[config.mk]
export PLATFORM = sky130hd
export DESIGN_NAME = frame_tx_reader
export DESIGN_NICKNAME = d
export VERILOG_FILES = /design/src/rtl/frame_tx_reader.sv
export SDC_FILE = /design/constraint.sdc
export NUM_CORES = 1
export LEC_CHECK = 0
export BUFFER_PORTS_ARGS = -buffer_cell sky130_fd_sc_hd__clkbuf_2
export CORE_ASPECT_RATIO = 1.2
export CORE_MARGIN = 1.5
export CORE_UTILIZATION = 37
export DETAILED_ROUTE_END_ITERATION = 16
export GPL_TIMING_DRIVEN = 0
export PLACE_DENSITY_LB_ADDON = 0.3
export SLEW_MARGIN = 40
export SYNTH_ARGS = -nofsm -noshare
export SYNTH_HDL_FRONTEND = slang
export SYNTH_SLANG_ARGS = --single-unit
export TNS_END_PERCENT = 100
[constraint.sdc]
create_clock -name clk -period 10 [get_ports clk]
set_input_delay 2 -clock clk [delete_from_list [all_inputs] [get_ports clk]]
set_output_delay 2 -clock clk [all_outputs]
set_load 0.005 [all_outputs]
[src/rtl/frame_tx_reader.sv]
// frame_tx_reader: drains frames from the bridge byte FIFO toward the TX MAC.
// A small descriptor queue holds frame lengths; each frame is read from the
// FIFO's registered read port through a 2-entry skid buffer and presented as
// a valid/ready byte stream with tx_last, followed by an inter-frame gap.
// Optional feature macro: FRAME_TX_PAD_EN (pads short frames to MIN_LEN with 0x00).
module frame_tx_reader #(
  parameter int LEN_DEPTH  = 4,   // power of two, at least 2
  parameter int IFG_CYCLES = 12,  // at least 1
  parameter int MIN_LEN    = 60
) (
  input  logic       clk,
  input  logic       rst_n,
  input  logic [7:0] len_in,
  input  logic       len_valid,
  input  logic [7:0] fifo_data,
  input  logic       fifo_empty,
  output logic       fifo_rd,
  output logic [7:0] tx_data,
  output logic       tx_valid,
  output logic       tx_last,
  input  logic       tx_ready,
  output logic       busy,
  output logic       len_ovf,
  output logic       underrun
);

`ifdef FRAME_TX_PAD_EN
  localparam bit PAD_EN = 1'b1;
`else
  localparam bit PAD_EN = 1'b0;
`endif

  localparam int PW = $clog2(LEN_DEPTH);
  localparam int CW = PW + 1;
  localparam int GW = (IFG_CYCLES > 1) ? $clog2(IFG_CYCLES) : 1;

  typedef enum logic [1:0] {IDLE, LOAD, STREAM, IFG} state_t;

  state_t        state_q;
  logic [7:0]    rd_left_q;
  logic [7:0]    tx_left_q;
  logic [GW-1:0] ifg_cnt_q;

  // Descriptor queue; the head is read combinationally so LOAD stays one cycle.
  logic [7:0]    q_mem [LEN_DEPTH];
  logic [PW-1:0] q_wr_q, q_rd_q;
  logic [CW-1:0] q_cnt_q;
  logic          q_pop, q_full, q_push_ok;
  logic [7:0]    head_len, tx_len;

  // Skid buffer and output register.
  logic [7:0] buf_q [2];
  logic       buf_wr_q, buf_rd_q;
  logic [1:0] occ_q;
  logic       inflight_q;
  logic [7:0] tx_data_q;
  logic       tx_valid_q, tx_last_q;
  logic       len_ovf_q, underrun_q, starve_q;

  logic       hs, slot_free, src_avail, pad_src, out_load, consume;
  logic       buf_push, buf_pop, starve;
  logic [7:0] eff_left, src_data;
  logic [2:0] occ_sum;

  assign q_pop     = (state_q == LOAD);
  assign q_full    = (q_cnt_q == CW'(LEN_DEPTH));
  assign q_push_ok = len_valid && (!q_full || q_pop);
  assign head_len  = q_mem[q_rd_q];
  assign tx_len    = (PAD_EN && (head_len < 8'(MIN_LEN))) ? 8'(MIN_LEN) : head_len;

  // tx_left counts unacknowledged bytes including the one held in the output
  // register; when loading during a handshake that held byte is retiring.
  assign hs        = tx_valid_q && tx_ready;
  assign slot_free = !tx_valid_q || tx_ready;
  assign eff_left  = tx_left_q - {7'd0, tx_valid_q};
  assign src_avail = (occ_q != 2'd0) || inflight_q;
  assign pad_src   = PAD_EN && (rd_left_q == 8'd0) && !src_avail;
  assign out_load  = (state_q == STREAM) && slot_free && (eff_left != 8'd0)
                     && (src_avail || pad_src);
  assign consume   = out_load && src_avail;
  // An arriving byte bypasses the buffer when the buffer is empty and the
  // output register takes it in the same cycle.
  assign buf_pop   = consume && (occ_q != 2'd0);
  assign buf_push  = inflight_q && !(consume && (occ_q == 2'd0));
  assign src_data  = !src_avail ? 8'h00 :
                     (occ_q != 2'd0) ? buf_q[buf_rd_q] : fifo_data;

  assign occ_sum = {1'b0, occ_q} + {2'b00, inflight_q} - {2'b00, consume};
  assign fifo_rd = (state_q == STREAM) && (rd_left_q != 8'd0) && !fifo_empty
                   && (occ_sum < 3'd2);
  assign starve  = (state_q == STREAM) && (rd_left_q != 8'd0) && (occ_q == 2'd0)
                   && !inflight_q && fifo_empty;

  assign tx_data  = tx_data_q;
  assign tx_valid = tx_valid_q;
  assign tx_last  = tx_last_q;
  assign busy     = (state_q != IDLE);
  assign len_ovf  = len_ovf_q;
  assign underrun = underrun_q;

  // Frame sequencing: pick up a descriptor, stream it, then hold the gap.
  always_ff @(posedge clk or negedge rst_n) begin
    if (!rst_n) begin
      state_q   <= IDLE;
      rd_left_q <= 8'd0;
      tx_left_q <= 8'd0;
      ifg_cnt_q <= '0;
    end else begin
      case (state_q)
        IDLE: begin
          if (q_cnt_q != '0) state_q <= LOAD;
        end
        LOAD: begin
          rd_left_q <= head_len;
          tx_left_q <= tx_len;
          state_q   <= (head_len == 8'd0) ? IDLE : STREAM;
        end
        STREAM: begin
          if (fifo_rd) rd_left_q <= rd_left_q - 8'd1;
          if (hs)      tx_left_q <= tx_left_q - 8'd1;
          if (hs && tx_last_q) begin
            state_q   <= IFG;
            ifg_cnt_q <= GW'(IFG_CYCLES - 1);
          end
        end
        IFG: begin
          if (ifg_cnt_q == '0) state_q <= IDLE;
          else                 ifg_cnt_q <= ifg_cnt_q - GW'(1);
        end
        default: state_q <= IDLE;
      endcase
    end
  end

  // Descriptor queue pointers, occupancy and overflow pulse.
  always_ff @(posedge clk or negedge rst_n) begin
    if (!rst_n) begin
      q_wr_q    <= '0;
      q_rd_q    <= '0;
      q_cnt_q   <= '0;
      len_ovf_q <= 1'b0;
    end else begin
      len_ovf_q <= len_valid && !q_push_ok;
      if (q_push_ok) q_wr_q <= q_wr_q + PW'(1);
      if (q_pop)     q_rd_q <= q_rd_q + PW'(1);
      case ({q_push_ok, q_pop})
        2'b10:   q_cnt_q <= q_cnt_q + CW'(1);
        2'b01:   q_cnt_q <= q_cnt_q - CW'(1);
        default: q_cnt_q <= q_cnt_q;
      endcase
    end
  end

  // Descriptor storage, no reset needed.
  always_ff @(posedge clk) begin
    if (q_push_ok) q_mem[q_wr_q] <= len_in;
  end

  // Skid buffer storage, no reset needed.
  always_ff @(posedge clk) begin
    if (buf_push) buf_q[buf_wr_q] <= fifo_data;
  end

  // Read tracking, buffer bookkeeping, output register and underrun pulse.
  always_ff @(posedge clk or negedge rst_n) begin
    if (!rst_n) begin
      inflight_q <= 1'b0;
      occ_q      <= 2'd0;
      buf_wr_q   <= 1'b0;
      buf_rd_q   <= 1'b0;
      tx_data_q  <= 8'h00;
      tx_valid_q <= 1'b0;
      tx_last_q  <= 1'b0;
      starve_q   <= 1'b0;
      underrun_q <= 1'b0;
    end else begin
      inflight_q <= fifo_rd;
      if (buf_push) buf_wr_q <= ~buf_wr_q;
      if (buf_pop)  buf_rd_q <= ~buf_rd_q;
      case ({buf_push, buf_pop})
        2'b10:   occ_q <= occ_q + 2'd1;
        2'b01:   occ_q <= occ_q - 2'd1;
        default: occ_q <= occ_q;
      endcase
      if (out_load) begin
        tx_data_q  <= src_data;
        tx_valid_q <= 1'b1;
        tx_last_q  <= (eff_left == 8'd1);
      end else if (hs) begin
        tx_valid_q <= 1'b0;
        tx_last_q  <= 1'b0;
      end
      starve_q   <= starve;
      underrun_q <= starve && !starve_q;
    end
  end

endmodule

# == After elaboration in Yosys (flattened, before gate mapping) ==
# Memory sizes are Yosys's and may differ from the RTL's.
# Index checks and enable logic that the tools add are counted.
# op_classes
n_addsub,12
n_mux,23
shifts,0
eq_ne,15
reduce_logical,46
n_mul,0
div_mod_pow,0
bitwise_logic,2
n_lt_le_gt_ge,1
# op_table
op,count
$mux W8,4
$pmux W8 S2,2
$logic_and A1 B1 Y1,18
$reduce_bool A8 Y1,2
$sub A8 B1 Y8 const B,2
$reduce_bool A2 Y1,7
$ne A2 B2 Y1 const B,5
$eq A2 B2 Y1 const B,4
$eq A8 B1 Y1 const B,1
$logic_not A8 Y1,1
$mux W2,4
$mux W4,2
$pmux W2 S4,1
$pmux W4 S2,1
$sub A8 B1 Y8,1
$logic_not A1 Y1,7
$mux W1,7
$add A2 B1 Y2 const B,3
$eq A2 B1 Y1 const B,3
$pmux W3 S2,1
$reduce_and A3 Y1,2
$logic_not A2 Y1,2
$logic_not A4 Y1,1
$pmux W2 S2,1
other kinds (13),17
# totals
ramBits,48
memories,2
inputBits,21
regBits,47
wordCells,118
latch_bits,0
rom_bits,0
output_inout_bits,14
# mem_list
name,words,width,read_ports,rd_ports_with_merged_regs,write_ports,line_no,rtl
q_mem,4,8,1,0,1,45,logic [7:0] q_mem [LEN_DEPTH];
buf_q,2,8,1,0,1,52,logic [7:0] buf_q [2];

# == Longest topological paths before layout ==
# depth
depth_word,11
ltp_mapped,16
ltp_nobuf,15

# == Worst setup path after synthesis ==
# No wires, ideal clock.
# synth_path
path_kind,input port to output port
startpoint,input tx_ready
endpoint,output fifo_rd
path_stages,10
path_buffers,0
slack_ps,4183
arrival_time_ps,3817
required_ps,8000
path_cell_list,inv_1 > nand2_1 > o311ai_1 > a31oi_4 > ha_1 > nand2b_1 > fa_1 > xnor2_1 > nand3b_1 > nor2_1
# synth_via
elab_chain_cells,8
# synth_rtl
item,line_no,rtl
start: declaration,21,"input logic tx_ready,"
$logic_or A1 B1 Y1,74,assign slot_free = !tx_valid_q || tx_ready;
$logic_and A1 B1 Y1 (2 in a row),78,assign out_load = (state_q == STREAM) && slot_free && (eff_left != 8'd0)
$logic_and A1 B1 Y1,79,&& (src_avail || pad_src);
$logic_and A1 B1 Y1,80,assign consume = out_load && src_avail;
$sub A3 B1 Y3,88,"assign occ_sum = {1'b0, occ_q} + {2'b00, inflight_q} - {2'b00, consume};"
$lt A3 B2 Y1,90,&& (occ_sum < 3'd2);
$logic_and A1 B1 Y1,90,
end: declaration,17,"output logic fifo_rd,"
# Every way passes these cells.

# == Worst setup path in the final report ==
# Ends and elaborated chain as after synthesis.

==> results.md <==
* Clock buffer count from CTS at 9
* Post-synthesis cell type count at 53
* P&R area growth vs syn at 14.8%
* H-tree depth at 3
* Crit path capture type: output port
* Skew-Pair Late Insertion Delay at 0.34 ns
* Slew Limit Headroom at 49.6%
* Cell taking the most area after synthesis: edfxtp_1
* Proportion of layout cells with a drive suffix above 1 at 20.6%
* Synth Instances at 372
* Detailed Place HPWL at 6280 um
* Crit path from: tx_ready
* Arrival time worst endpoint at 4.36 ns
* Die Span X at 104 um
* Worst path depth at 12
* I/O pin count at 35
* DR iter-0 viols at 158
* Post-synth ARST share at 49.5%
* Leakage at 2.04 nW
* # rows at 44
* Pre-CTS setup slack at 3.54 ns
* Worst setup SP type: input port
* Area of the core at 12000 sq um
* Slew @ Worst Pin at 0.753 ns
* Fin nets at 453
* Peak VDD IR at 0.131 mV
* Status: complete, no violations
* Design Area, Final at 5190 sq um
* Primary FF master, synth: edfxtp_1
* Die ar. at 12900 sq um
* Most used cell, CP: clkbuf_2
* Cell at the slowest stage of the critical path: a31oi_4
* Min Hold Slack at 0.409 ns
* Root buf cell: clkbuf_16
* Worst Setup Path Type: input port to output port
* Family with the most delay on the worst path: adder cells
* GP Congestion at 0.814
* PortBufs at 34
* R2r endpoint: rd_left_q[7]
* Yosys reg bits at 95
* Min Tclk post-route at 6.36 ns
* Max Clk Rate at 0.157 GHz
* Post-CTS sizing at 0
* Post-Syn Area at 4520 sq um
* Initial antenna violation count at 0
* Placed Area at 4890 sq um
* Critical path cell sequence: clkbuf_2 > inv_1 > nand2_1 > o311ai_2 > a31oi_4 > ha_1 > nand2b_1 > fa_1 > xnor2_1 > nand3b_1 > nor2_1 > clkbuf_2
* R2r setup slk at 6.04 ns
* RSZ-0062 raised after global routing: false
* Warnings from Yosys at 0
* Reg-to-Reg Start: tx_valid
* Clk buf depth at 2
* DIE HEIGHT at 124 um
* Hold endpoint: underrun
* PwrDens at 326 nW/um^2
* Top cells by count, synth: edfxtp_1, dfrtp_1, nand2_1
* TNS Setup at 0 ns
* Crit Path Max Fanout at 10
* Setup violators final at 0
* Ant diodes at 0
* Largest net degree at the start of global routing at 48
* Mapped Nets at 408
* Initial Util at 37.7%
* Top-count cell post-synth: edfxtp_1
* TritonCTS clock tree: built
* Seq/Total Area, Yosys at 57.9%
* Fin crit share at 63.6%
* CP required at 8.00 ns
* Slew Limit Fails at 0
* Detailed Routing Iterations Pass 1 at 4
* Top-area cell type share of the netlist area at 31.9%
* Number of vias in the routed layout at 2976
* HP Class: flip-flop to flip-flop
* Top cells by area, synth: edfxtp_1, dfrtp_1, mux4_2
* R2r worst-path depth at 15
* Grt ovf at 0
* Clock slew at reported path FFs at 0.07 ns
* CP bufs+invs at 3
* Post CTS Setup Buffer Count at 0
* ANT nets after route at 0
* Sink Count at 95
* Worst Hold Depth at 1
* Hold Buf Count CTS at 0
* Vias per cell at 5.10
* All-Layer GR Usage at 15.2%
* Vias in the first global route at 3145
* Max-cap viol count at 0
* Drc violations at 0
* EDFF count, synth at 48
* Wirelength per Cell at 15.3 um
* Critical Path Max Stage Delay at 0.44 ns
* Final WS setup at 3.64 ns
* Clk_skew at 0.00806 ns
* Final-report hold violation count at 0
* Final wirelength at 8890 um
* First-pass GRT wire length at 15200 um
* Hold path startpoint: starve_q
* Syn Area/Cell at 12.1 sq um
==> worst max-delay path by stage <==
stage               endpoint  slack (ns)
finish               fifo_rd        3.64
global route         fifo_rd        3.40
CTS                  fifo_rd        3.54
detailed placement   fifo_rd        3.54
global placement     fifo_rd        3.56
floorplan            fifo_rd        4.18
==> power breakdown <==
group          switching (mW)  leakage, nW  internal [mW]  total (mW)
registers              0.0852         1.00          0.546       0.631
clock network           0.151        0.136          0.171       0.322
logic                   0.419        0.907          0.319       0.738
total                   0.655         2.04           1.04        1.69
==> stage by stage <==
| step | utilization (%) | cells | power [mW] |
|---|---|---|---|
| 3_3_place_gp | 40.8 | 567 | 1.35 |
| 5_1_grt | 43.2 | 583 | 1.83 |
| 3_5_place_dp | 40.8 | 567 | 1.38 |
| 2_1_floorplan | - | 372 | 1.18 |
| 4_1_cts | 43.1 | 583 | 1.70 |
| 6_report | 43.2 | 583 | 1.69 |
==> state kept, by name (all words and copies together), names as in the netlist, 2 cells and up, named ones only <==
register   count
buf_q         16
ifg_cnt_q      4
occ_q          2
q_cnt_q        3
q_mem         32
q_rd_q         2
q_wr_q         2
rd_left_q      8
tx_data        8
tx_left_q      8
==> layout by cell type, fill, tap and decap left out, types with 3 or more instances in the layout <==
master,n
ha_1,13
mux2i_1,9
a31oi_1,6
nand2_1,36
and2_1,6
edfxtp_1,48
clkbuf_1,10
nor4_1,3
o22a_1,3
nor3_1,7
o21a_1,3
a22o_1,3
mux2_2,10
buf_2,3
clkbuf_16,9
nor2b_1,3
clkbuf_2,34
mux4_2,8
o21ai_0,30
inv_1,20
nand3_1,4
xnor2_1,12
nand2b_1,4
dfrtp_1,47
xor2_1,3
a21oi_1,19
nor2_1,28
==> per-layer routing <==
metal  global-route usage, %  vias to the layer above  routed length, um
met5                       0                        -                  0
met4                    5.56                        0                115
met3                    3.04                       12                263
met2                    27.4                       50               4640
met1                    18.0                     1481               3880
li1                        -                     1433                  -
==> cell type report <==
cell class,count,area [sq um]
flip-flops and latches,95,2620
fillers,1180,6810
clock buffers,9,225
repair buffers,34,173
multi-input cells,240,1760
well taps,161,201
inverters,20,75.1
clock inverters,7,53.8
plain buffers,17,80.1
==> logic make-up (layout without fill, tap and decap cells) <==
kind of cell | count (synthesis) | after routing | synth area share, %
XOR/XNOR | 15 | 15 | 2.91
AO/OA/AOI/OAI | 82 | 82 | 12.1
adder cells (fa/ha/maj) | 15 | 15 | 4.49
buffers and inverters | 37 | 87 | 3.43
AND/OR/NAND/NOR | 101 | 101 | 10.7
flip-flops | 95 | 95 | 57.9
multiplexers | 27 | 27 | 8.47
(Power assumes the default switching activity.)
